$ cat src/rtl/notas_scheduler.sv
// notas_scheduler: captures up to NSTUD student grades into a small buffer,
// then plays them back one at a time on SEG as a letter code (A/F/P), each
// grade held for DWELL clock cycles. LED shows {idx, count} by default.
//
// Optional feature: define NOTAS_STATS_EN to add saturating per-letter
// counters (nA, nF, nP) fed by accepted writes; in DONE, LED = {nA, nF}.
module notas_scheduler #(
    parameter int NSTUD     = 8,
    parameter int DWELL     = 4,
    parameter int NBITS_TOP = 8
) (
    input  logic                 clk_2,
    input  logic                 reset_n,
    input  logic [3:0]           nota_in,
    input  logic                 nota_valid,
    output logic                 nota_ready,
    input  logic                 start,
    input  logic                 clear,
    output logic [NBITS_TOP-1:0] SEG,
    output logic [NBITS_TOP-1:0] LED,
    output logic                 busy
);

    localparam int IDX_W = $clog2(NSTUD);
    localparam int CNT_W = IDX_W + 1;
    localparam int DW_W  = (DWELL > 1) ? $clog2(DWELL) : 1;

    typedef enum logic [1:0] {
        LOAD = 2'd0,
        SHOW = 2'd1,
        DONE = 2'd2
    } state_t;

    state_t               state_q, state_d;
    logic [CNT_W-1:0]     count_q, count_d;
    logic [IDX_W-1:0]     idx_q, idx_d;
    logic [DW_W-1:0]      dwell_q, dwell_d;
    logic [NBITS_TOP-1:0] seg_d, led_d;
    logic                 busy_d;
    logic                 wr_en;
    logic [3:0]           grade_mem [NSTUD];

    // Letter code for one grade: 7..15 -> A, 4..6 -> F, 0..3 -> P.
    function automatic logic [7:0] letter_code(input logic [3:0] g);
        if (g >= 4'd7) return 8'h77;
        if (g >= 4'd4) return 8'h71;
        return 8'h73;
    endfunction

    // Count as shown on the 4-bit LED field; a full 16-entry buffer reads F.
    function automatic logic [3:0] led_count(input logic [CNT_W-1:0] c);
        if (32'(c) > 32'd15) return 4'hF;
        return 4'(c);
    endfunction

    // 4-bit counter increment that sticks at F instead of wrapping.
    function automatic logic [3:0] sat_inc4(input logic [3:0] v);
        if (v == 4'hF) return v;
        return v + 4'd1;
    endfunction

`ifdef NOTAS_STATS_EN
    logic [3:0] na_q, nf_q, np_q;

    // Per-letter tallies of accepted writes, wiped by clear.
    always_ff @(posedge clk_2 or negedge reset_n) begin
        if (!reset_n) begin
            na_q <= 4'd0;
            nf_q <= 4'd0;
            np_q <= 4'd0;
        end else if (clear) begin
            na_q <= 4'd0;
            nf_q <= 4'd0;
            np_q <= 4'd0;
        end else if (wr_en) begin
            if (nota_in >= 4'd7)      na_q <= sat_inc4(na_q);
            else if (nota_in >= 4'd4) nf_q <= sat_inc4(nf_q);
            else                      np_q <= sat_inc4(np_q);
        end
    end
`endif

    // Next state, counters and the values the output registers load.
    always_comb begin
        state_d    = state_q;
        count_d    = count_q;
        idx_d      = idx_q;
        dwell_d    = dwell_q;
        wr_en      = 1'b0;
        nota_ready = (state_q == LOAD) && (count_q < CNT_W'(NSTUD));

        if (clear) begin
            state_d = LOAD;
            count_d = '0;
            idx_d   = '0;
            dwell_d = '0;
        end else begin
            case (state_q)
                LOAD: begin
                    // start beats a simultaneous write; an empty buffer ignores start
                    if (start && (count_q != '0)) begin
                        state_d = SHOW;
                        idx_d   = '0;
                        dwell_d = '0;
                    end else if (nota_valid && nota_ready) begin
                        wr_en   = 1'b1;
                        count_d = count_q + CNT_W'(1);
                    end
                end
                SHOW: begin
                    if (dwell_q == DW_W'(DWELL - 1)) begin
                        dwell_d = '0;
                        if ((CNT_W'(idx_q) + CNT_W'(1)) < count_q) begin
                            idx_d = idx_q + IDX_W'(1);
                        end else begin
                            state_d = DONE;
                        end
                    end else begin
                        dwell_d = dwell_q + DW_W'(1);
                    end
                end
                DONE: begin
                    if (start) begin
                        state_d = SHOW;
                        idx_d   = '0;
                        dwell_d = '0;
                    end
                end
                default: begin
                    state_d = LOAD;
                end
            endcase
        end

        // Outputs are computed from the next state so they register in step with it
        seg_d = '0;
        if (state_d == SHOW) begin
            seg_d = NBITS_TOP'(letter_code(grade_mem[idx_d]));
        end
        busy_d     = (state_d == SHOW);
        led_d      = '0;
        led_d[7:4] = 4'(idx_d);
        led_d[3:0] = led_count(count_d);
`ifdef NOTAS_STATS_EN
        if (state_d == DONE) begin
            led_d[7:0] = {na_q, nf_q};
        end
`endif
    end

    // Control state and registered display outputs.
    always_ff @(posedge clk_2 or negedge reset_n) begin
        if (!reset_n) begin
            state_q <= LOAD;
            count_q <= '0;
            idx_q   <= '0;
            dwell_q <= '0;
            SEG     <= '0;
            LED     <= '0;
            busy    <= 1'b0;
        end else begin
            state_q <= state_d;
            count_q <= count_d;
            idx_q   <= idx_d;
            dwell_q <= dwell_d;
            SEG     <= seg_d;
            LED     <= led_d;
            busy    <= busy_d;
        end
    end

    // Grade storage; contents survive clear and are simply overwritten.
    always_ff @(posedge clk_2) begin
        if (wr_en) begin
            grade_mem[count_q[IDX_W-1:0]] <= nota_in;
        end
    end

endmodule
$ cat config.mk
export PLATFORM = sky130hd
export DESIGN_NAME = notas_scheduler
export DESIGN_NICKNAME = d
export VERILOG_FILES = /design/src/rtl/notas_scheduler.sv
export SDC_FILE = /design/constraint.sdc
export NUM_CORES = 1
export LEC_CHECK = 0
export ABC_AREA = 1
export BUFFER_PORTS_ARGS = -buffer_cell sky130_fd_sc_hd__buf_2
export CAP_MARGIN = 20
export CORE_MARGIN = 3
export CORE_UTILIZATION = 45
export CTS_BUF_LIST = sky130_fd_sc_hd__clkbuf_8
export DETAILED_ROUTE_END_ITERATION = 16
export PLACE_DENSITY = 0.73
export SLEW_MARGIN = 40
export SYNTH_ARGS = -nofsm -noshare
export SYNTH_HDL_FRONTEND = slang
export SYNTH_SLANG_ARGS = --single-unit
$ cat constraint.sdc
create_clock -name clk_2 -period 4.6 [get_ports clk_2]
set_input_delay 0.46 -clock clk_2 [delete_from_list [all_inputs] [get_ports clk_2]]
set_output_delay 0.46 -clock clk_2 [all_outputs]
set_load 0.03 [all_outputs]
==> metrics.yaml, run 1 <==
gp_congestion: 0.833
n_fill_cell: 437
cp_data_required_time_ps: 4810
num_vias: 1595
grt_start_max_net_pins: 18
cts_tree: "built"
start_util_pct: 48.3
fin_setup_tns_ps: 0
async_reset_ff_share_pct: 30.4
avgSynthCellArea_sq_um: 10.1
reg2reg_to: "SEG[1]$_DFF_PN0_"
register_area_sq_mm: 0.00131
grt.total_usage_pct: 15.1
slew_headroom_pct: 57.3
multi_input_area_sq_um: 847
timing.rr.start: "idx_q[0]$_DFF_PN0_"
postCtsSetupBuffers: 0
hold_violations: 0
ant_nets: 0
p_total_mw: 0.848
met1_length_mm: 2.03
rows: 25
cp_max_fo: 13
cp-start-kind: "register"
synthTopCellsByArea: "edfxtp_1, dfrtp_1, nand2_1"
initialDrtViolationCount: 119
arrival_ps: 2740
overflow: 0
synth_area_leader_cell: "edfxtp_1"
diodes: 0
antenna_found_initial: 0
die_h_um: 78.4
htreeDepth: 2
rrSetupSlack_ps: 2060
fin_worst_skew_ps: 3.86
nets: 276
root_buffer: "clkbuf_8"
hpwl_mm: 3.18
drv_slew: 0
avgRoutedWirePerCell_um: 13.0
crit_path_end_kind: "register"
finalCritPeriodShare_pct: 55.2
drc: 0
p_leak_nw: 1.16
post_drt_via_cell_ratio: 4.92
drv_cap: 0
cts.sinks: 46
dieWidth_um: 78.4
grt_pass1_vias: 1476
r2r_cells: 20
max_freq_ghz: 0.394
synth_edf_count: 32
setup_viol: 0
synth.top_cell.area_share_pct: 40.8
drive_above_1_share_pct: 19.5
hp-class: "primary input to async pin"
yosysWarnings: 0
cts_hold_buffers: 0
powerDensity_mw_per_mm2: 329
first_pass_iters: 4
wl_mm: 4.23
wl_met3_um: 237
worst-setup-path-type: "register to register"
clock_latency_ps: 310
ys_seq_area_share_pct: 55.7
status: "completed"
synthCells: 234
numCtsBuffers: 5
portBuffers: 23
synth_ff_type: "edfxtp_1"
syn2layout_area_growth_pct: 9.29
dieArea_sq_mm: 0.00614
post-route-util_pct: 52.8
syn-cell-area_sq_mm: 0.00236
top_layer: "met4"
core-area_sq_mm: 0.00488
ys_ff_latch: 46
io_pins: 27
grt_pass1_wl_mm: 7.07
path_clk_slew_ps: 90
fin_crit_ps: 2540
tightest_slew_ps: 635
cts-resized-gates: 0
clock_path_buffers: 2
wl_met2_mm: 1.83
ys_types: 30
rsz0062_at_grt: "false"
ir_drop_mv: 0.267
how the worst max path moves through the flow:
| stage | to | from | slack [ps] | cells after the start |
|---|---|---|---|---|
| floorplan | SEG[1]$_DFF_PN0_ | idx_q[0]$_DFF_PN0_ | 2190 | 21 |
| global placement | SEG[1]$_DFF_PN0_ | idx_q[0]$_DFF_PN0_ | 2080 | 20 |
| detailed placement | SEG[1]$_DFF_PN0_ | idx_q[0]$_DFF_PN0_ | 2070 | 20 |
| CTS | SEG[1]$_DFF_PN0_ | idx_q[0]$_DFF_PN0_ | 2030 | 20 |
| global route | SEG[2]$_DFF_PN0_ | idx_q[0]$_DFF_PN0_ | 1810 | 18 |
| finish | SEG[1]$_DFF_PN0_ | idx_q[0]$_DFF_PN0_ | 2060 | 20 |
cells in the final DEF (no fill, tap or decap), types with 3 or more instances in the layout:
cell,synthesis,layout
ha_1,11,11
a21oi_1,3,3
inv_1,28,28
inv_6,0,3
conb_1,1,3
edfxtp_1,32,32
nor2_1,10,10
o21ai_0,6,6
dfrtp_1,14,14
nand3b_1,4,4
nor3_1,4,4
inv_2,3,3
buf_2,0,23
nand2_4,5,5
clkbuf_8,0,5
nand2_2,4,4
nand3_1,32,32
nand2_1,50,50
layer usage:
metal | up-vias | track usage [%]
li1 | 817 | -
met1 | 711 | 20.6
met2 | 56 | 22.4
met3 | 11 | 3.56
met4 | 0 | 7.87
met5 | - | 0
cell usage after synthesis (3+ instances only):
cell / number
o21ai_0: 6
inv_2: 3
nand3b_1: 4
nand3_1: 32
nand2_2: 4
nor3_1: 4
buf_4: 7
inv_1: 28
nand2_1: 50
edfxtp_1: 32
ha_1: 11
dfrtp_1: 14
nor2_1: 10
a21oi_1: 3
nand2_4: 5
power by group:
group          internal, mW  switching, mW
sequential            0.457        0.00903
clock                 0.113          0.149
combinational        0.0325         0.0874
total                 0.602          0.246
flip-flops by register name, summed over array words and instances (netlist names):
name and count:
count_q 3, state_q 2, SEG 3, dwell_q 2, grade_mem 32, LED 2, idx_q 2
kinds of logic after synthesis:
family                   Yosys count  share of synthesized area, %
adder cells (fa/ha/maj)           11                          5.84
AND/OR/NAND/NOR                  115                          24.7
flip-flops                        46                          55.7
AO/OA/AOI/OAI                     18                          4.51
buffers and inverters             42                          8.71
XOR/XNOR                           1                         0.372
other                              1                         0.159
through the flow:
stage / cells / area (sq um) / setup WS (ps) / hold WS [ps]
final: 324 / 2570 / 2060 / 36.5
after global routing: 324 / 2570 / 1810 / 49.3
after CTS: 324 / 2570 / 2030 / 45.1
after detailed placement: 316 / 2480 / 2070 / 381
after global placement: 316 / 2480 / 2080 / 381
after floorplan: 236 / 2360 / 2190 / 164
critical path: stages (launching register included):
cell and delay [ps]:
dfrtp_1 460, ha_1 240, xnor2_1 130, inv_1 80
ha_1 270, nand2_1 60, inv_1 50, nand2_4 90
nand3_4 80, nand2_2 70, nand3_2 80, nand2_4 160
nand2_4 120, nand2_1 100, nand3_1 70, nand2_1 80
nand2_1 50, nand2_1 60, nand3_1 60, nand2_1 80
nand2_1 50
area by class of cell:
cell class / count / share of cell area, %
inverters: 32 / 4.76
repair buffers: 23 / 4.47
clock buffers: 5 / 2.67
well taps: 67 / 3.26
clock inverters: 3 / 1.02
multi-input cells: 148 / 32.9
flip-flops and latches: 46 / 50.9
(Power assumes the default switching activity.)
==> run 2, diff against run 1 <==
==> constraint.sdc (replaced) <==
create_clock -name clk_2 -period 2.5 [get_ports clk_2]
set_input_delay 0.25 -clock clk_2 [delete_from_list [all_inputs] [get_ports clk_2]]
set_output_delay 0.25 -clock clk_2 [all_outputs]
set_load 0.03 [all_outputs]
==> metrics.yaml, run 2 (synthesis gave the netlist of run 1 again) <==
p_total_mw: 1.58
finalCritPeriodShare_pct: 98.4
die_h_um: 78.4
avgRoutedWirePerCell_um: 13.7
start_util_pct: 48.3
cts.sinks: 46
numCtsBuffers: 5
root_buffer: "clkbuf_8"
htreeDepth: 2
powerDensity_mw_per_mm2: 571
cts_tree: "built"
grt.total_usage_pct: 15.3
fin_worst_skew_ps: 5.61
arrival_ps: 2670
max_stage_delay_ps: 420
crit_path_end_kind: "register"
layout_common_cells: "nand2_1, edfxtp_1, nand3_1"
clock_path_buffers: 2
intPower_mw: 1.11
crit_buf_inv: 3
ant_nets: 0
drive_above_1_share_pct: 28.1
largest_reg_flops: 32
cp-start-kind: "register"
clkPwrFrac_pct: 31.1
slew_headroom_pct: 49.8
cp_max_fo: 5
place_area_sq_mm: 0.00250
post-route-util_pct: 56.7
grt_pass1_vias: 1513
hpwl_mm: 3.22
gp_congestion: 0.866
drv_slew: 0
switching_share_pct: 29.6
p_leak_nw: 1.23
p_sw_mw: 0.467
holdWs_ps: 212
tightest_slew_ps: 754
layout_commonest_cell: "nand2_1"
clock_latency_ps: 310
initialDrtViolationCount: 113
cp_slowest_cell: "dfrtp_1"
core-area_sq_mm: 0.00488
crit_family: "simple AND/OR/NAND/NOR gates"
first_pass_iters: 4
syn2layout_area_growth_pct: 17.4
grt_start_max_net_pins: 18
final_cells: 337
finalWorstSetupSlack_ps: 39.7
grt_pass1_wl_mm: 7.19
cp_data_required_time_ps: 2710
post_drt_via_cell_ratio: 5.03
dieWidth_um: 78.4
num_vias: 1695
worst-setup-path-type: "register to register"
io_pins: 27
fin_crit_ps: 2460
drc: 0
portBuffers: 23
setup_viol: 0
pwr-share-seq_pct: 54.3
diodes: 0
path_clk_slew_ps: 90
fin_setup_tns_ps: 0
status: "completed"
ir_drop_mv: 0.458
overflow: 0
cp_cell_sequence: "ha_2, xnor2_2, inv_1, ha_1, nand2_1, inv_2, nand2_4, nand3_4, nand2_4, nand3_4, nand2_8, buf_6, nand3_1, nand3_1, nand2_1, nand3_1, nand3_1, nand2_1, nand2_1"
rows: 25
wl_mm: 4.62
numPlacedInstances: 319
rsz0062_at_grt: "true"
comb_power_share_pct: 14.5
max_freq_ghz: 0.406
dieArea_sq_mm: 0.00614
place_ws_ps: 27.4
final_area_sq_mm: 0.00277
nets: 289
drv_cap: 0
hp-class: "primary input to register"
antenna_found_initial: 0
hold_violations: 0
## run 2: area by class of cell
class,count,area [sq um]
Sequential cell,46,1310
Clock buffer,5,68.8
Clock inverter,3,28.8
Fill cell,407,2110
Tap cell,67,83.8
Multi-Input combinational cell,149,933
Timing Repair Buffer,35,215
Inverter,32,123
## run 2: what timing repair did
item	CTS	global route
gates resized for setup	0	21
buffers inserted	0	8
endpoints found under the setup margin	0	6
hold endpoints to repair	14	0
hold buffers	1	0
## run 2: path summary, 6_finish.rpt
kind / to / from / depth (start not counted) / slack (ps)
setup / recovery: SEG[1]$_DFF_PN0_ / idx_q[1]$_DFF_PN0_ / 19 / 40
hold reg to reg: dwell_q[0]$_DFFE_PN0P_ / dwell_q[0]$_DFFE_PN0P_ / 1 / 520
min in group asynchronous: SEG[1]$_DFF_PN0_ / reset_n / 2 / 360
max in group asynchronous: LED[6]$_DFF_PN0_ / reset_n / 2 / 1870
setup reg to reg: SEG[1]$_DFF_PN0_ / idx_q[1]$_DFF_PN0_ / 19 / 40
hold / removal: LED[3]$_DFFE_PN0P_ / clear / 2 / 210
## run 2: worst reg2reg max path, stage by stage (launching register included)
cell and delay [ps]:
dfrtp_1 420, ha_2 210, xnor2_2 150, inv_1 70, ha_1 280, nand2_1 80, inv_2 40, nand2_4 70
nand3_4 90, nand2_4 80, nand3_4 100, nand2_8 130, buf_6 110, nand3_1 60, nand3_1 130, nand2_1 70
nand3_1 80, nand3_1 70, nand2_1 70, nand2_1 50
## run 2: power by group through the flow
stage	logic, mW	clock network [mW]	registers [mW]
2_1_floorplan	0.149	0	0.895
3_3_place_gp	0.222	0	0.875
3_5_place_dp	0.222	0	0.875
4_1_cts	0.225	0.500	0.858
5_1_grt	0.253	0.529	0.861
6_report	0.230	0.492	0.858
## run 2: per-layer routing
layer	GRT usage, %	vias to the layer above	wire length (um)
met5	0	-	0
met2	23.1	45	2100
met3	3.67	14	202
met1	20.6	792	2170
met4	7.34	0	147
li1	-	844	-
